===== config.mk =====
export PLATFORM = sky130hd
export DESIGN_NAME = memory_arbiter
export DESIGN_NICKNAME = d
export VERILOG_FILES = /design/src/rtl/memory_arbiter.sv
export SDC_FILE = /design/constraint.sdc
export NUM_CORES = 1
export LEC_CHECK = 0
export ABC_CLOCK_PERIOD_IN_PS = 4400
export BUFFER_PORTS_ARGS = -buffer_cell sky130_fd_sc_hd__buf_2
export CORE_AREA = 2 2 103 105
export DETAILED_ROUTE_END_ITERATION = 10
export DIE_AREA = 0 0 105 107
export PLACE_DENSITY = 0.65
export SYNTH_ARGS = -nofsm -noshare
export SYNTH_HDL_FRONTEND = slang
export SYNTH_SLANG_ARGS = --single-unit

===== constraint.sdc =====
create_clock -name CLK -period 4.4 [get_ports CLK]
set_input_delay 0.88 -clock CLK [delete_from_list [all_inputs] [get_ports CLK]]
set_output_delay 0.88 -clock CLK [all_outputs]
set_load 0.005 [all_outputs]

===== src/rtl/memory_arbiter.sv =====
// Shares one single-ported RAM between the instruction-fetch port and the data port.
// Data wins arbitration. A streak limit forces instruction service, and a watchdog aborts stuck accesses.
module memory_arbiter #(
  parameter int MAX_DSTREAK = 4,
  parameter int TIMEOUT     = 64
) (
  input  logic        CLK,
  input  logic        RST,
  input  logic        iREN,
  input  logic [31:0] iaddr,
  output logic [31:0] iload,
  output logic        ihit,
  input  logic        dREN,
  input  logic        dWEN,
  input  logic [31:0] daddr,
  input  logic [31:0] dstore,
  output logic [31:0] dload,
  output logic        dhit,
  output logic        ramREN,
  output logic        ramWEN,
  output logic [31:0] ramaddr,
  output logic [31:0] ramstore,
  input  logic [31:0] ramload,
  input  logic        ram_rdy,
  output logic        err
);

  localparam int SW = $clog2(MAX_DSTREAK + 1);
  localparam int WW = $clog2(TIMEOUT);
  localparam logic [SW-1:0] STREAK_MAX = SW'(MAX_DSTREAK);
  localparam logic [WW-1:0] WAIT_LAST  = WW'(TIMEOUT - 1);

  typedef enum logic [1:0] {
    IDLE,
    IACC,
    DACC
  } stateT;

  stateT         r_state;
  stateT         w_next;
  logic [SW-1:0] r_streak;
  logic [SW-1:0] w_streakNext;
  logic [WW-1:0] r_wait;
  logic [WW-1:0] w_waitNext;
  logic          r_err;
  logic          w_errSet;
  logic          w_dreq;

  assign w_dreq = dREN | dWEN;
  assign err    = r_err;

  // Arbitration always sees the streak value that will be in effect after this cycle.
  function automatic stateT arb(input logic [SW-1:0] streak, input logic ireq, input logic dreq);
    if (ireq && ((streak == STREAK_MAX) || !dreq)) return IACC;
    else if (dreq)                                 return DACC;
    else                                           return IDLE;
  endfunction

  always_ff @(posedge CLK or posedge RST) begin
    if (RST) begin
      r_state  <= IDLE;
      r_streak <= '0;
      r_wait   <= '0;
      r_err    <= 1'b0;
    end else begin
      r_state  <= w_next;
      r_streak <= w_streakNext;
      r_wait   <= w_waitNext;
      r_err    <= r_err | w_errSet;
    end
  end

  // A dropped request aborts before ram_rdy is considered, so no hit is produced for it.
  always_comb begin
    w_next       = r_state;
    w_streakNext = r_streak;
    w_waitNext   = '0;
    w_errSet     = 1'b0;
    ramREN       = 1'b0;
    ramWEN       = 1'b0;
    ramaddr      = '0;
    ramstore     = '0;
    ihit         = 1'b0;
    dhit         = 1'b0;
    iload        = '0;
    dload        = '0;
    unique case (r_state)
      IDLE: begin
        w_next = arb(r_streak, iREN, w_dreq);
      end
      IACC: begin
        if (!iREN) begin
          w_next = IDLE;
        end else begin
          ramREN  = 1'b1;
          ramaddr = iaddr;
          if (ram_rdy) begin
            ihit         = 1'b1;
            iload        = ramload;
            w_streakNext = '0;
            w_next       = arb('0, iREN, w_dreq);
          end else if (r_wait == WAIT_LAST) begin
            w_errSet = 1'b1;
            w_next   = IDLE;
          end else begin
            w_waitNext = r_wait + 1'b1;
          end
        end
      end
      DACC: begin
        if (!w_dreq) begin
          w_next = IDLE;
        end else begin
          ramaddr = daddr;
          if (dWEN) begin
            ramWEN   = 1'b1;
            ramstore = dstore;
          end else begin
            ramREN = 1'b1;
          end
          if (ram_rdy) begin
            dhit  = 1'b1;
            dload = dWEN ? '0 : ramload;
            if (!iREN)                        w_streakNext = '0;
            else if (r_streak == STREAK_MAX)  w_streakNext = STREAK_MAX;
            else                              w_streakNext = r_streak + 1'b1;
            w_next = arb(w_streakNext, iREN, w_dreq);
          end else if (r_wait == WAIT_LAST) begin
            w_errSet = 1'b1;
            w_next   = IDLE;
          end else begin
            w_waitNext = r_wait + 1'b1;
          end
        end
      end
      default: begin
        w_next = IDLE;
      end
    endcase
  end

endmodule

==> results.sh <==
export IMPL_status="finished, final reports clean"
export IMPL_viasPerCell=4.45
export IMPL_slew_limit_headroom=0.370
export IMPL_final_cell_mix="buf_2, and3_1, and2_1, nor2b_1, a22oi_1"
export IMPL_drtPass1Iterations=4
export IMPL_wl_per_cell_um=12.6
export IMPL_p_per_area_mw_per_mm2=334
export IMPL_crit_path_end_kind="primary output"
export IMPL_postSynthAreaPerCell_um2=7.20
export IMPL_gp_congestion=0.841
export IMPL_fin_crit_ns=3.36
export IMPL_place_hpwl_um=6540
export IMPL_intPower_w=0.000624
export IMPL_initial_core_util=0.196
export IMPL_cp_startpoint="ram_rdy"
export IMPL_drv_slew=0
export IMPL_fin_setup_tns_ns=0
export IMPL_netlist_area_mm2=0.00198
export IMPL_slowest_delay_ns=0.81
export IMPL_pwr_share_comb=0.759
export IMPL_path_clk_slew_ns=0.05
export IMPL_rsz0062_at_grt="no"
export IMPL_drive_above_1_share=0.532
export IMPL_yosys_register_bits=12
export IMPL_reg2reg_to="err"
export IMPL_worstSetupPathType="input port to primary output"
export IMPL_cp_required_ns=3.52
export IMPL_area_growth_pct=71.8
export IMPL_seqCellArea_um2=300
export IMPL_fill_cells=1103
export IMPL_track_usage=0.132
export IMPL_ios=267
export IMPL_overflow=0
export IMPL_yosysSeqAreaShare=0.152
export IMPL_critical_path_most_common_cell="buf_2"
export IMPL_holdWs_ns=0.478
export IMPL_synthArstFlopShare=1.00
export IMPL_num_vias=2903
export IMPL_drv_cap=0
export IMPL_multiInputGateArea_mm2=0.00151
export IMPL_fmax_ghz=0.297
export IMPL_cts_root_buf="clkbuf_8"
export IMPL_synth_top_family_by_area="simple AND/OR/NAND/NOR gates"
export IMPL_finalCritPeriodShare=0.764
export IMPL_worstMarginPinSlew_ns=0.944
export IMPL_peakVddDrop_mv=0.165
export IMPL_min_path_type="flop to flop"
export IMPL_antenna_left=0
export IMPL_synth_xor_area_share=0.0221
export IMPL_post_cts_resized=0
export IMPL_yosys_area_top_type="and3_1"
export IMPL_synth_warnings=0
export IMPL_worstPathCellList="buf_2, and3_1, and2_1, buf_2"
export IMPL_cts_tree="done"
export IMPL_switching_share=0.451
export IMPL_yosys_area_share_simple=0.488
export IMPL_drtIter0Drc=151
export IMPL_clkPwrFrac=0.108
export IMPL_power_frac_seq=0.133
export IMPL_synthAdderAreaFrac=0.0442
export IMPL_core_mm2=0.0101
export IMPL_cp_start_kind="input port"
export IMPL_grt_max_degree=42
export IMPL_cts_sinks=12
export IMPL_hold_buffers=0
export IMPL_synth_main_ff_cell="dfrtp_1"
export IMPL_hold_viol=0
export IMPL_cts_max_level=1
export IMPL_setup_worst_path_end="iload[23]"
export IMPL_design_die_area_mm2=0.0112
export IMPL_synth_area_mux_share=0.00505
export IMPL_syn_nets=416
export IMPL_antenna_found_initial=0
export IMPL_final_nets=659
export IMPL_insertion_delay_ns=0.25
export IMPL_utilization=0.337
export IMPL_cts_inserted_buffers=3
export IMPL_io_buffers=266
export IMPL_cts_path_max_buffers=2
export IMPL_synth_top_area_frac=0.212
export IMPL_path_depth=4
export IMPL_switchingPower_w=0.000513
export IMPL_cts_setup_buffers=0
export IMPL_totalWireLength_um=8250
export IMPL_slowest_stage="and3_1"
export IMPL_clock_skew_ns=0.00664
export IMPL_grt_pass1_vias=2645
export IMPL_cp_num_buf_inv=2
export IMPL_synth_area_leaders="and3_1, dfrtp_1, a22oi_1"
export IMPL_synth_edf_count=0
export IMPL_r2r_start="r_state[0]"
export IMPL_num_rows=37
export IMPL_power_leakage_nw=2.20
export IMPL_synth_distinct_cells=37
export IMPL_antennaDiodeCount=0
export IMPL_synth_compound_gate_area_share=0.201
export IMPL_setup_viol=0
export IMPL_route_detailed_drc=0
export IMPL_die_w_um=105
export IMPL_die_y_um=107
export IMPL_critPathMaxFanout=39
export IMPL_reg2reg_slack_ns=2.31
export IMPL_mostFrequentLayoutCell="buf_2"
export IMPL_r2r_cells=5
export IMPL_netlist_instances=275
export IMPL_grt_pass1_wl_um=12600
export IMPL_cp_arrival_ns=2.48
export IMPL_cpLargestDelayFamily="simple AND/OR/NAND/NOR gates"
power by group through the flow:
stage	Sequential [W]	Combinational, W	Clock [W]
6_report	0.000151	0.000863	0.000123
4_1_cts	0.000152	0.000866	0.000125
3_5_place_dp	0.000153	0.000864	0
3_3_place_gp	0.000152	0.000846	0
5_1_grt	0.000156	0.000956	0.000134
2_1_floorplan	0.000147	0.000591	0
worst register-to-register path, delay by kind of cell, from the launching register on:
family | cells | cell delay [ns]
buffers and inverters | 1 | 0.08
DFF | 1 | 0.41
and+or+nand+nor | 1 | 0.40
AOI/OAI and AO/OA | 2 | 0.31
adders and majority gates | 1 | 0.82
cells in the mapped netlist (all sizes together), types with 4 or more instances:
cell type	instances
nand3	6
nor2b	34
inv	7
dfrtp	12
and2	35
nor2	9
o21ai	4
a22oi	32
nand2	6
clkbuf	21
ha	7
and3	67
buf	9
registers in the layout (all words and copies together), names as in the netlist:
signal	count
r_wait	6
r_streak	3
r_state	2
err	1
per-layer routing:
layer	wire, µm	vias up	track usage	share of wire
li1	-	1452	-	-
met1	3580	1306	0.172	0.43
met2	3960	141	0.231	0.48
met3	677	4	0.0292	0.082
met4	22	0	0.0143	0.0027
met5	0	-	0	0
stage by stage:
stage | instances | instance area, µm² | total power, W | setup WS [ns]
4_1_cts | 653 | 3400 | 0.00114 | 1.05
3_5_place_dp | 649 | 3350 | 0.00102 | 1.05
6_report | 653 | 3400 | 0.00114 | 1.04
5_1_grt | 653 | 3400 | 0.00125 | 0.802
2_1_floorplan | 275 | 1980 | 0.000738 | 1.75
3_3_place_gp | 649 | 3350 | 0.000998 | 1.14
layout make-up:
class / instances / area share
sequential: 12 / 0.0882
multi-input combinational: 226 / 0.442
inverter: 7 / 0.00772
tap: 136 / 0.0500
timing repair buffer: 268 / 0.396
clock buffer: 4 / 0.0162
worst min-delay path by stage:
stage          slack [ns]        end  depth (start not counted)  startpoint
2_1_floorplan        0.43  r_wait[0]                          1   r_wait[0]
3_3_place_gp         0.45  r_wait[0]                          1   r_wait[0]
5_1_grt              0.51        err                          1         err
6_report             0.48  r_wait[0]                          1   r_wait[0]
4_1_cts              0.49        err                          1         err
3_5_place_dp         0.47        err                          1         err
kinds of logic (layout without fill, tap and decap cells):
group / count (synthesis) / in the layout
multiplexers: 1 / 1
buffers and inverters: 37 / 279
XOR/XNOR: 5 / 5
adder cells (fa/ha/maj): 7 / 7
AND/OR/NAND/NOR: 161 / 161
AO/OA/AOI/OAI: 52 / 52
flip-flops: 12 / 12
Note: power is estimated with default switching activity, not from simulation.
